--- src/rtl/alu_ctrl_fsm.sv ---
// ALU instruction sequencer: steps operand loads, execute, optional multi-cycle wait,
// writeback and PC increment for one captured instruction word.
module alu_ctrl_fsm #(
    parameter int unsigned INSTR_W     = 16,
    parameter int unsigned RX_W        = 4,
    parameter int unsigned ALU_OP_W    = 4,
    parameter logic [(2**ALU_OP_W)-1:0] MC_OPS = '0,
    parameter int unsigned TIMEOUT_CYC = 16
) (
    input  logic                clk,
    input  logic                rst,
    input  logic                start,
    input  logic [INSTR_W-1:0]  instruction,
    input  logic                aluReady,
    output logic                busy,
    output logic                done,
    output logic                illegal,
    output logic                fault,
    output logic [RX_W-1:0]     rxOut,
    output logic                rxOutEN,
    output logic [RX_W-1:0]     immOut,
    output logic                immEN,
    output logic                ALUin0,
    output logic                ALUin1,
    output logic [ALU_OP_W-1:0] aluOp,
    output logic                aluGo,
    output logic                ALUoutlatch,
    output logic                ALUoutEN,
    output logic [RX_W-1:0]     rxIn,
    output logic                rxInEN,
    output logic                pcInc,
    output logic [2:0]          state_o
);

    typedef enum logic [2:0] {
        S_IDLE, S_LOAD0, S_LOAD1, S_EXEC, S_WAIT, S_LATCH, S_WB, S_DONE
    } state_t;

    localparam logic [3:0] CLS_ALU  = 4'b1000;
    localparam logic [3:0] CLS_ALUI = 4'b1001;
    localparam int unsigned CNT_W   = (TIMEOUT_CYC > 1) ? $clog2(TIMEOUT_CYC) : 1;
    localparam logic [CNT_W-1:0] CNT_LAST = CNT_W'(TIMEOUT_CYC - 1);

    state_t               state_q, state_d;
    logic [INSTR_W-1:0]   ir_q, ir_d;
    logic [CNT_W-1:0]     cnt_q, cnt_d;
    logic                 illegal_q, illegal_d;
    logic                 fault_q, fault_d;

    logic [3:0]           cls_in, ir_cls;
    logic [ALU_OP_W-1:0]  ir_op;
    logic [RX_W-1:0]      ir_rx, ir_ry;
    logic                 ir_multi;

    assign cls_in   = instruction[INSTR_W-1 -: 4];
    assign ir_cls   = ir_q[INSTR_W-1 -: 4];
    assign ir_op    = ir_q[INSTR_W-5 -: ALU_OP_W];
    assign ir_rx    = ir_q[2*RX_W-1:RX_W];
    assign ir_ry    = ir_q[RX_W-1:0];
    assign ir_multi = MC_OPS[ir_op];
    assign state_o  = state_q;

    always_ff @(posedge clk or posedge rst) begin
        if (rst) begin
            state_q   <= S_IDLE;
            ir_q      <= '0;
            cnt_q     <= '0;
            illegal_q <= 1'b0;
            fault_q   <= 1'b0;
        end else begin
            state_q   <= state_d;
            ir_q      <= ir_d;
            cnt_q     <= cnt_d;
            illegal_q <= illegal_d;
            fault_q   <= fault_d;
        end
    end

    always_comb begin
        state_d   = state_q;
        ir_d      = ir_q;
        cnt_d     = cnt_q;
        illegal_d = illegal_q;
        fault_d   = fault_q;
        case (state_q)
            S_IDLE: begin
                if (start) begin
                    ir_d = instruction;
                    if (cls_in == CLS_ALU || cls_in == CLS_ALUI) begin
                        state_d = S_LOAD0;
                    end else begin
                        state_d   = S_DONE;
                        illegal_d = 1'b1;
                    end
                end
            end
            S_LOAD0: state_d = S_LOAD1;
            S_LOAD1: state_d = S_EXEC;
            S_EXEC: begin
                if (ir_multi) begin
                    state_d = S_WAIT;
                    cnt_d   = '0;
                end else begin
                    state_d = S_WB;
                end
            end
            S_WAIT: begin
                cnt_d = cnt_q + 1'b1;
                // Ready takes priority over a timeout on the same cycle.
                if (aluReady) begin
                    state_d = S_LATCH;
                end else if (TIMEOUT_CYC != 0 && cnt_q == CNT_LAST) begin
                    state_d = S_DONE;
                    fault_d = 1'b1;
                end
            end
            S_LATCH: state_d = S_WB;
            S_WB:    state_d = S_DONE;
            S_DONE: begin
                state_d   = S_IDLE;
                illegal_d = 1'b0;
                fault_d   = 1'b0;
            end
            default: state_d = S_IDLE;
        endcase
    end

    always_comb begin
        busy        = (state_q != S_IDLE);
        done        = 1'b0;
        illegal     = 1'b0;
        fault       = 1'b0;
        rxOut       = '0;
        rxOutEN     = 1'b0;
        immOut      = '0;
        immEN       = 1'b0;
        ALUin0      = 1'b0;
        ALUin1      = 1'b0;
        aluOp       = '0;
        aluGo       = 1'b0;
        ALUoutlatch = 1'b0;
        ALUoutEN    = 1'b0;
        rxIn        = '0;
        rxInEN      = 1'b0;
        pcInc       = 1'b0;
        case (state_q)
            S_LOAD0: begin
                aluOp   = ir_op;
                rxOut   = ir_rx;
                rxOutEN = 1'b1;
                ALUin0  = 1'b1;
            end
            S_LOAD1: begin
                aluOp  = ir_op;
                ALUin1 = 1'b1;
                if (ir_cls == CLS_ALUI) begin
                    immOut = ir_ry;
                    immEN  = 1'b1;
                end else begin
                    rxOut   = ir_ry;
                    rxOutEN = 1'b1;
                end
            end
            S_EXEC: begin
                aluOp       = ir_op;
                aluGo       = 1'b1;
                ALUoutlatch = !ir_multi;
            end
            S_WAIT: aluOp = ir_op;
            S_LATCH: begin
                aluOp       = ir_op;
                ALUoutlatch = 1'b1;
            end
            S_WB: begin
                aluOp    = ir_op;
                ALUoutEN = 1'b1;
                rxIn     = ir_rx;
                rxInEN   = 1'b1;
            end
            S_DONE: begin
                done    = 1'b1;
                pcInc   = 1'b1;
                illegal = illegal_q;
                fault   = fault_q;
            end
            default: ;
        endcase
    end

endmodule

--- config.mk ---
export PLATFORM = sky130hd
export DESIGN_NAME = alu_ctrl_fsm
export DESIGN_NICKNAME = d
export VERILOG_FILES = /design/src/rtl/alu_ctrl_fsm.sv
export SDC_FILE = /design/constraint.sdc
export NUM_CORES = 1
export LEC_CHECK = 0
export ABC_AREA = 0
export BUFFER_PORTS_ARGS = -buffer_cell sky130_fd_sc_hd__clkbuf_2
export CORE_ASPECT_RATIO = 1.75
export CORE_UTILIZATION = 37
export CTS_BUF_LIST = sky130_fd_sc_hd__clkbuf_8
export CTS_CLUSTER_SIZE = 40
export DETAILED_ROUTE_END_ITERATION = 16
export PLACE_DENSITY = 0.7
export SLEW_MARGIN = 30
export SYNTH_ARGS = -nofsm -noshare
export SYNTH_HDL_FRONTEND = slang
export SYNTH_SLANG_ARGS = --single-unit
export TNS_END_PERCENT = 5
--- constraint.sdc ---
create_clock -name clk -period 2.02 [get_ports clk]
set_input_delay 0.101 -clock clk [delete_from_list [all_inputs] [get_ports clk]]
set_output_delay 0.101 -clock clk [all_outputs]
set_load 0.02 [all_outputs]
# [Word level (Yosys, flattened, before mapping)]
# Memory sizes are Yosys's and may differ from the RTL's.
# Cells that the tools add are included.
[totals] regBits=25 latchBits=0 ramBits=0 romBits=16 word_cells=71 n_memories=1
[mem_list] name="(name not given)" depth=16 width=1 rd=1 rd_clocked_by_memory_dff=0 write_ports=0 line_no="60" text="assign ir_multi = MC_OPS[ir_op];"
[op_classes] addsub=1 n_mul=0 div=0 magnitude_cmp=1 n_eq_ne=17 shifts=0 muxes=33 bitwise=0 n_reduce_logical=13
[op_table] cell="2-to-1 mux 4 bit" n=6
[op_table] cell="one-hot mux 3 bit (8 select lines)" n=1
[op_table] cell="== test 4 bit, second input constant" n=4
[op_table] cell="one-hot mux 4 bit (2 select lines)" n=2
[op_table] cell="2-to-1 mux 1 bit" n=15
[op_table] cell="== test 3 bit, second input constant" n=4
[op_table] cell="2-to-1 mux 3 bit" n=4
[op_table] cell="inequality test 2 bit, second input constant" n=5
[op_table] cell="one-hot mux 1 bit (2 select lines)" n=4
[op_table] cell="== test 3 x 2 -> 1 bit, second input constant" n=2
[op_table] cell="AND reduction 2 bit" n=3
[op_table] cell="AND reduction 3 bit" n=2
[op_table] cell="nonzero test 2 bit" n=3
[op_table] cell="OR reduction 6 bit" n=1
[op_table] cell="< comparator 4 x 5 -> 1 bit, second input constant" n=1
[op_table] cell="adder 4 x 1 -> 4 bit, second input constant" n=1
[op_table] cell="== test 3 x 1 -> 1 bit, second input constant" n=1
[op_table] cell="logical NOT 3 bit" n=1
[op_table] cell="inequality test 3 bit, second input constant" n=1
[op_table] cell="nonzero test 3 bit" n=1
[op_table] cell="2-to-1 mux 2 bit" n=1
[op_table] cell="logical NOT 1 bit" n=1
[op_table] cell="logical OR 1 bit" n=1

# [Longest topological paths before layout]
# Gate-level depths: netlist of run 1.
[depth] depth_word=5 mapped_depth=5 mapped_depth_nobuf=4

# [Worst setup path before layout of run 1]
# OpenSTA, ideal clock, no wires.
[synth_path] path_kind="register to output" startpoint="register state_q[0], in the netlist state_o[0]" endpoint="output port rxOut[0]" arrival_time_ns=1.796 slack_ns=0.123 path_stages_with_launch=5 path_buffers=1 path_cell_list="dfrtp_1 -> buf_2 -> nor3b_1 -> and2_1 -> a22o_1"
[synth_between] elab_chain_len=2 word_cells_on_any_way=3 classes_between="eq/ne: 2; mux: 1"
[synth_lines] item="from (decl)" line_no="44" text="state_t state_q, state_d;"
[synth_lines] item="from (signal assigned)" line_no="71" text="state_q <= state_d;"
[synth_lines] item="== test 3 x 2 -> 1 bit or == test 3 x 1 -> 1 bit (tied branches)" line_no="146" text="case (state_q)"
[synth_lines] item="one-hot mux 4 bit (2 select lines) (*)" line_no="146"
[synth_lines] item="to (decl)" line_no="19" text="output logic [RX_W-1:0] rxOut,"
# Every way passes the cells marked *; elsewhere a longest branch is shown, timed or not.

# [Final worst setup path of run 1]
[layout_path] startpoint="register state_q[0], in the netlist state_o[0]" endpoint="output port rxOut[3]"
# Same word-level chain as after synthesis.

==> results of run 1 <==
## layer usage
layer | global-route usage | vias up | routed length, um
met1 | 0.183 | 486 | 1100
met3 | 0.0202 | 5 | 132
li1 | - | 485 | -
met2 | 0.278 | 40 | 1440
met4 | 0.0771 | 0 | 68
met5 | 0 | - | 0
## worst register-to-register path, delay by kind of cell, from the launching register on
family        cells  cell delay, ns
mux               1            0.36
flops             1            0.52
simple gates      2            0.43
buf+inv           1            0.20
## layout make-up
cell class / count / area share
clock buffers: 3 / 0.0249
clock inverters: 1 / 0.00226
inverters: 3 / 0.00679
multi-input cells: 73 / 0.373
flip-flops and latches: 25 / 0.377
well taps: 45 / 0.0339
repair buffers: 57 / 0.183
## placed cells by master, fill, tap and decap left out, types with 4 or more instances in the layout
| cell type | count |
|---|---|
| a22o_1 | 5 |
| and2_1 | 13 |
| dfrtp_1 | 25 |
| mux2_2 | 8 |
| nor2_1 | 4 |
| buf_4 | 5 |
| mux2_4 | 9 |
| clkbuf_2 | 51 |
| inv_1 | 4 |
| and3_1 | 7 |
## cell families after synthesis
| family | Yosys count | share of synthesized area |
|---|---|---|
| and+or+nand+nor | 41 | 0.206 |
| DFF | 25 | 0.480 |
| muxes | 17 | 0.173 |
| AOI/OAI and AO/OA | 10 | 0.0585 |
| buffers and inverters | 10 | 0.0461 |
| xor gates and xnor gates | 4 | 0.0269 |
| adders and majority gates | 1 | 0.00960 |
## repair_timing
item,4_1_cts,5_1_grt
resized for setup,0,0
endpoints found under the hold margin,25,0
hold buffers,1,0
## metrics by stage
stage,setup WS (ns),instances
final,0.166,207
after global routing,0.0240,207
after CTS,0.136,207
after detailed placement,0.415,202
after global placement,0.463,202
after floorplan,0.123,108
## path summary, 6_finish.rpt
path | start | endpoint | slack (ns) | depth (start not counted)
worst max-delay path | state_o[0]$_DFFE_PP0P_ | rxOut[3] | 0.17 | 5
worst min-delay path | instruction[4] | ir_q[4]$_DFFE_PP0P_ | 0.06 | 2
worst max register to register | state_o[1]$_DFFE_PP0P_ | ir_q[15]$_DFFE_PP0P_ | 0.41 | 4
worst min register to register | cnt_q[3]$_DFFE_PP0P_ | cnt_q[3]$_DFFE_PP0P_ | 0.47 | 1
max in group asynchronous | rst | ir_q[2]$_DFFE_PP0P_ | 1.35 | 4
min in group asynchronous | rst | ir_q[14]$_DFFE_PP0P_ | 0.41 | 4
## where the power goes
part | internal, uW | switching [uW]
registers | 734 | 206
clock network | 136 | 152
logic | 617 | 703
## state kept, by name, summed over array words and instances, names as in the netlist
register / count
illegal_q: 1
cnt_q: 4
ir_q: 16
state_o: 3
fault_q: 1
==> results_dict.tcl, run 1 <==
set metrics [dict create \
    vdd_ir_drop_max_v 0.000534 \
    root_buffer "clkbuf_8" \
    power.leakage_uw 0.000858 \
    cp_top_family "simple AND/OR/NAND/NOR gates" \
    die_area_um2 3770 \
    setup_tns_ns 0 \
    finalMaxSlewViolations 0 \
    ys_seq_area_frac 0.480 \
    gr-total-overflow 0 \
    multiInputGateArea_um2 618 \
    fillerInstances 337 \
    drtAntennaViolNets 0 \
    drcViolationCount 0 \
    crit_path_end_kind "output pin" \
    routed_wl_um 2740 \
    fp.dieH_um 80.5 \
    critPathBufInv 2 \
    fp-row-count 28 \
    start_kind "register" \
    yosys_warnings 0 \
    post-route-util 0.493 \
    numCtsBuffers 3 \
    cts_tree "built" \
    synth.distinct_cells 32 \
    nets 184 \
    regArea_um2 626 \
    p_total_uw 2550 \
    slowest_delay_ns 0.44 \
    die_w_um 46.9 \
    critPathRequiredTime_ns 1.92 \
    relSlewSlack 0.710 \
    area_growth_pct 27.3 \
    fmax_mhz 539 \
    synth.most_common_cell "dfrtp_1" \
    ys.flop_type "dfrtp_1" \
    cts_setup_buffers 0 \
    core_um2 3360 \
    synth_top_area_frac 0.480 \
    ys_async_sr_fraction 1.00 \
    whs_ns 0.0614 \
    path_clk_slew_ns 0.09 \
    via_per_inst 4.91 \
    finalHoldViolations 0 \
    synth_common_cells "dfrtp_1, and2_1, mux2_4" \
    finalCritPeriodShare 0.918 \
    grt_pass1_vias 991 \
    fin_crit_ns 1.85 \
    cts_buffer_depth 2 \
    h-tree-depth 1 \
    path_class "reg2out" \
    final_area_um2 1660 \
    wl_per_cell_um 13.2 \
    synth_area_per_cell_um2 12.1 \
    track_usage 0.161 \
    placed_cell_area_um2 1600 \
    arrival_ns 1.75 \
    num_vias 1016 \
    critPathMaxFanout 10 \
    syn_inst 108 \
    gp_congestion 0.751 \
    pwr_density_cell_nw_per_um2 1540 \
    dp_hpwl_um 2150 \
    synth_edf_count 0 \
    tightest_slew_ns 0.434 \
    netlist_top_cells_area "dfrtp_1, mux2_4, mux2_2, and2_1, a22o_1" \
    synth_area_leader_cell "dfrtp_1" \
    drt_first_iter_violations 14 \
    numPortBuffers 51 \
    ios 52 \
    setup_viol 0 \
    outcome "complete, no violations" \
    initial_core_util 0.388 \
    rsz0062_at_grt "no" \
    cts_sinks 25 \
    synth.ff_latch_count 25 \
    first_pass_iters 3 \
    grt_max_degree 26 \
    hp-class "in2reg" \
    clkLatencyLatePin_ns 0.27 \
    drive_gt1_frac 0.494 \
    synthesis.area_um2 1300 \
    synth_nets 129 \
    cp_cell_sequence "buf_4 -> nor3b_1 -> and2_1 -> a22o_1 -> clkbuf_2" \
    critPathSlowestCell "dfrtp_1" \
    fin_skew_ns 0.00580 \
    num_antenna_cells 0 \
    grt_pass1_wl_um 4330 \
    antenna_found_initial 0 \
    cap_viol_max_count 0 \
]
Note: power is estimated with default switching activity, not from simulation.
==> inputs of run 2 (changes only) <==
CORE_UTILIZATION = 27   (was 37)
HOLD_SLACK_MARGIN = 0.12   (was unset)
PLACE_DENSITY = 0.56   (was 0.7)
==> run 2 against run 1 <==
Effect of this change:
- combinational power rose by 7%
- worst hold slack improved by 0.12 ns
- largest power group unchanged
- clock power rose by 3%
- sequential share of layout area fell by 3.6 points
- register-to-register slack improved by 0.08 ns
- power rose by 2.6%
- critical endpoint unchanged
- critical path type unchanged
- first-iteration DRC count fell by 14%
==> results_dict.tcl, run 2 (same netlist as run 1, synthesis figures left out) <==
set metrics [dict create \
    cp_cell_sequence "buf_4 -> nor3b_1 -> and2_1 -> a22o_1 -> clkbuf_2" \
    critPathBufInv 2 \
    cap_viol_max_count 0 \
    final_area_um2 1840 \
    critPathSlowestCell "dfrtp_1" \
    core_um2 4670 \
    critPathRequiredTime_ns 1.92 \
    fp-row-count 33 \
    area_growth_pct 40.9 \
    num_antenna_cells 0 \
    final_common_cell "clkbuf_2" \
    antenna_found_initial 0 \
    path_class "reg2out" \
    finalCritPeriodShare 0.871 \
    fin_cells 231 \
    arrival_ns 1.66 \
    grt_pass1_wl_um 4900 \
    finalHoldViolations 0 \
    setup_viol 0 \
    wl_per_cell_um 13.1 \
    dp_hpwl_um 2310 \
    gr-total-overflow 0 \
    die_w_um 54.5 \
    start_kind "register" \
    nets 201 \
    via_per_inst 4.57 \
    post-route-util 0.394 \
    die_area_um2 5120 \
    cts_buffer_depth 2 \
    num_vias 1055 \
    grt_max_degree 26 \
    numPortBuffers 51 \
    layout.cells.most_common_list "clkbuf_2, dfrtp_1, dlygate4sd3_1" \
    routed_wl_um 3030 \
    drcViolationCount 0 \
    placed_cell_area_um2 1620 \
    clkLatencyLatePin_ns 0.27 \
    rsz0062_at_grt "no" \
    setup_tns_ns 0 \
    root_buffer "clkbuf_8" \
    fin_skew_ns 0.00918 \
    grt_pass1_vias 1045 \
    hp-class "in2reg" \
    fmax_mhz 568 \
    top_register "ir_q" \
    drt_first_iter_violations 12 \
    pwr_density_cell_nw_per_um2 1420 \
    ios 52 \
    cts_tree "built" \
    fin_crit_ns 1.76 \
    largest_register_ffs 16 \
    h-tree-depth 1 \
    cp_top_family "simple AND/OR/NAND/NOR gates" \
    drive_gt1_frac 0.458 \
    first_pass_iters 4 \
    vdd_ir_drop_max_v 0.000767 \
    slowest_delay_ns 0.40 \
    drtAntennaViolNets 0 \
    gp_congestion 0.744 \
    path_clk_slew_ns 0.09 \
    crit_path_end_kind "output pin" \
    power.leakage_uw 0.000928 \
    finalMaxSlewViolations 0 \
    tightest_slew_ns 0.373 \
    critPathMaxFanout 13 \
    track_usage 0.131 \
    outcome "complete, no violations" \
    relSlewSlack 0.751 \
    initial_core_util 0.279 \
    fp.dieH_um 93.9 \
    numCtsBuffers 3 \
    cts_setup_buffers 0 \
    place_inst 210 \
    cts_sinks 25 \
]
run 2: changes by cell type in the layout (fill, tap and decap cells not counted), sizes merged:
| cell | delta |
|---|---|
| inv | -1 |
| buf | +1 |
| clkinv | +1 |
| dlygate4sd3 | +16 |
run 2: power by group:
| group | switching (uW) | leakage, uW | internal [uW] |
|---|---|---|---|
| combinational | 759 | 0.000597 | 649 |
| clock | 160 | 0.0000255 | 138 |
| sequential | 171 | 0.000306 | 735 |
| total | 1090 | 0.000928 | 1520 |
run 2: metal layers:
layer / wire, um / vias to the layer above / GRT usage
met5: 0 / - / 0
met4: 42 / 0 / 0.0385
met3: 124 / 4 / 0.0146
met2: 1590 / 43 / 0.232
met1: 1270 / 490 / 0.157
li1: - / 518 / -
run 2: per-stage QoR:
stage	power, uW	setup WS [ns]	hold slack, ns
after floorplan	1900	0.123	0.128
after global placement	2280	0.570	0.148
after detailed placement	2320	0.534	0.158
after CTS	2660	0.228	0.152
after global routing	2810	0.130	0.185
final	2610	0.260	0.179
run 2: area by class of cell:
cell class / count / area [um2]
fill: 457 / 2830
sequential: 25 / 626
multi-input combinational: 73 / 618
timing repair buffer: 74 / 470
tap: 52 / 65.1
clock buffer: 3 / 41.3
inverter: 3 / 11.3
clock inverter: 1 / 5.00
run 2: worst min-delay path, cell delays in order:
cell	delay, ns
clkbuf_2	0.10
o22ai_1	0.11
nor2_1	0.10
run 2: worst paths after layout:
check	cells past startpoint	slack, ns	start	endpoint
worst max-delay path	5	0.26	state_o[0]$_DFFE_PP0P_	rxOut[3]
worst min-delay path	3	0.18	start	state_o[0]$_DFFE_PP0P_
worst max register to register	4	0.49	state_o[2]$_DFFE_PP0P_	state_o[1]$_DFFE_PP0P_
worst min register to register	1	0.49	cnt_q[3]$_DFFE_PP0P_	cnt_q[3]$_DFFE_PP0P_
max in group asynchronous	4	1.37	rst	ir_q[4]$_DFFE_PP0P_
min in group asynchronous	4	0.39	rst	ir_q[13]$_DFFE_PP0P_
run 2: repair_timing:
action                                  4_1_cts  5_1_grt
hold buffers                                 17        0
hold endpoints to repair                     41        0
gates resized for setup                       0        0
endpoints found under the setup margin        0        0
==> inputs of run 3 (changes only) <==
BUFFER_PORTS_ARGS = unset   (was -buffer_cell sky130_fd_sc_hd__clkbuf_2)
DONT_BUFFER_PORTS = 1   (was unset)
PLACE_DENSITY = 0.48   (was 0.56)
clock period = 1.46 ns   (was 2.02 ns; I/O delays follow)
==> run 3 against run 2 <==
Effect of this change:
- the run now ends with setup timing left
- worst setup slack got worse by 0.37 ns
- flip-flop and latch count did not move
- non-clock buffer count shrank 36
- routed wire length up 6.9%
- final cell count shrank 16%
- final area is 2.5% higher
- die area unchanged
- via count decreased by 8.0%
- critical path depth down 1
- worst hold slack got worse by 0.038 ns
- clock skew shrank 0.0071 ns
==> results_dict.tcl, run 3 (same netlist as run 1, synthesis figures left out) <==
set metrics [dict create \
    cts_tree "built" \
    drive_gt1_frac 0.483 \
    numPortBuffers 0 \
    finalMaxSlewViolations 0 \
    track_usage 0.138 \
    outcome "finished, violations left" \
    wl_per_cell_um 16.6 \
    gp_congestion 0.692 \
    drtAntennaViolNets 0 \
    fp-row-count 33 \
    vdd_ir_drop_max_v 0.00105 \
    dp_worst_setup_slack_ns 0.00741 \
    p_total_uw 3960 \
    relSlewSlack 0.775 \
    die_area_um2 5120 \
    violations "setup timing" \
    final_area_um2 1880 \
    dp_hpwl_um 2340 \
    top_register "ir_q" \
    power.internal_uw 2340 \
    swShare 0.409 \
    place_inst 169 \
    fin_skew_ns 0.00206 \
    fillerInstances 450 \
    placed_cell_area_um2 1480 \
    hp-class "in2reg" \
    crit_path_end_kind "output pin" \
    num_antenna_cells 0 \
    cap_viol_max_count 0 \
    fmax_mhz 638 \
    path_clk_slew_ns 0.08 \
    power.leakage_uw 0.000860 \
    start_kind "register" \
    drcViolationCount 0 \
    arrival_ns 1.49 \
    routed_wl_um 3240 \
    finalCritPeriodShare 1.07 \
    finalHoldViolations 0 \
    cts_buffer_depth 2 \
    combPwrFrac 0.571 \
    setup_tns_ns -0.925 \
    cts_sinks 25 \
    fin_ws_ns -0.108 \
    core_um2 4670 \
    initial_core_util 0.279 \
    grt_pass1_wl_um 5050 \
    nets 165 \
    root_buffer "clkbuf_8" \
    clkLatencyLatePin_ns 0.26 \
    via_per_inst 4.98 \
    critPathRequiredTime_ns 1.39 \
    ios 52 \
    rsz0062_at_grt "yes" \
    tightest_slew_ns 0.336 \
    h-tree-depth 1 \
    pwr_density_cell_nw_per_um2 2100 \
    gr-total-overflow 0 \
    antenna_found_initial 0 \
    fin_cells 195 \
    power_frac_seq 0.331 \
    area_growth_pct 44.3 \
    die_w_um 54.5 \
    path_class "reg2out" \
    clkPwrFrac 0.099 \
    grt_max_degree 26 \
    layout.cells.most_common_list "dfrtp_1, dlygate4sd3_1, mux2_4" \
    num_vias 971 \
    final_common_cell "dfrtp_1" \
    fin_crit_ns 1.57 \
    drt_first_iter_violations 10 \
    largest_register_ffs 16 \
    setup_viol 11 \
    grt_pass1_vias 1029 \
    critPathMaxFanout 12 \
    first_pass_iters 2 \
    fp.dieH_um 93.9 \
    p_switching_uw 1620 \
    numCtsBuffers 3 \
]
## run 3: changes by cell type in the layout (fill, tap and decap cells not counted), moves of 4 or more
cell / delta
a22o_1: -4
clkbuf_2: -51
mux2_4: +6
buf_4: +7
mux2_2: -6
and2_1: -12
and2_4: +6
and2_2: +6
## run 3: power groups by stage
| stage | Sequential [uW] | Combinational, uW | Clock (uW) |
|---|---|---|---|
| after global placement | 1270 | 1860 | 0 |
| after CTS | 1310 | 2100 | 422 |
| after detailed placement | 1290 | 1900 | 0 |
| final | 1310 | 2260 | 391 |
| after global routing | 1360 | 2430 | 440 |
| after floorplan | 1270 | 1450 | 0 |
## run 3: path summary, 6_finish.rpt
kind                                         from                endpoint  slack (ns)  cells after the start
max                        state_o[1]$_DFFE_PP0P_                rxOut[3]       -0.11                      4
min                               instruction[14]   illegal_q$_DFFE_PP0P_        0.14                      2
max reg2reg                state_o[2]$_DFFE_PP0P_    ir_q[15]$_DFFE_PP0P_           0                      5
min reg2reg                  cnt_q[3]$_DFFE_PP0P_    cnt_q[3]$_DFFE_PP0P_        0.46                      1
max in group asynchronous                     rst  state_o[0]$_DFFE_PP0P_        0.89                      3
min in group asynchronous                     rst   illegal_q$_DFFE_PP0P_        0.30                      3
## run 3: stage by stage
stage	util	hold slack, ns
after floorplan	-	0.100
after global placement	0.318	0.0380
after detailed placement	0.318	0.0447
after CTS	0.385	0.141
after global routing	0.403	0.166
final	0.403	0.141
## run 3: critical path: stages (launching register included)
cell,delay (ns)
dfrtp_2,0.44
buf_12,0.16
nor3b_4,0.15
and2_4,0.16
a22o_2,0.31
## run 3: final cells by class
| cell class | count | area (um2) | share of cell area |
|---|---|---|---|
| clock inverters | 1 | 3.75 | 0.00199 |
| well taps | 52 | 65.1 | 0.0346 |
| repair buffers | 38 | 377 | 0.200 |
| inverters | 3 | 11.3 | 0.00598 |
| multi-input cells | 73 | 754 | 0.401 |
| flip-flops and latches | 25 | 629 | 0.334 |
| clock buffers | 3 | 41.3 | 0.0219 |
## run 3: repair_timing
item	in CTS	in global routing
endpoints found under the hold margin	45	0
gates resized for setup	26	18
pin swaps	6	5
hold buffers	19	0
endpoints found under the setup margin	23	44
buffers inserted	1	2
## run 3: routing by layer
| layer | global-route usage | part of all wire | vias up |
|---|---|---|---|
| met5 | 0 | 0 | - |
| li1 | - | - | 444 |
| met3 | 0.0259 | 0.039 | 2 |
| met4 | 0.0491 | 0.011 | 0 |
| met1 | 0.144 | 0.39 | 497 |
| met2 | 0.255 | 0.56 | 28 |
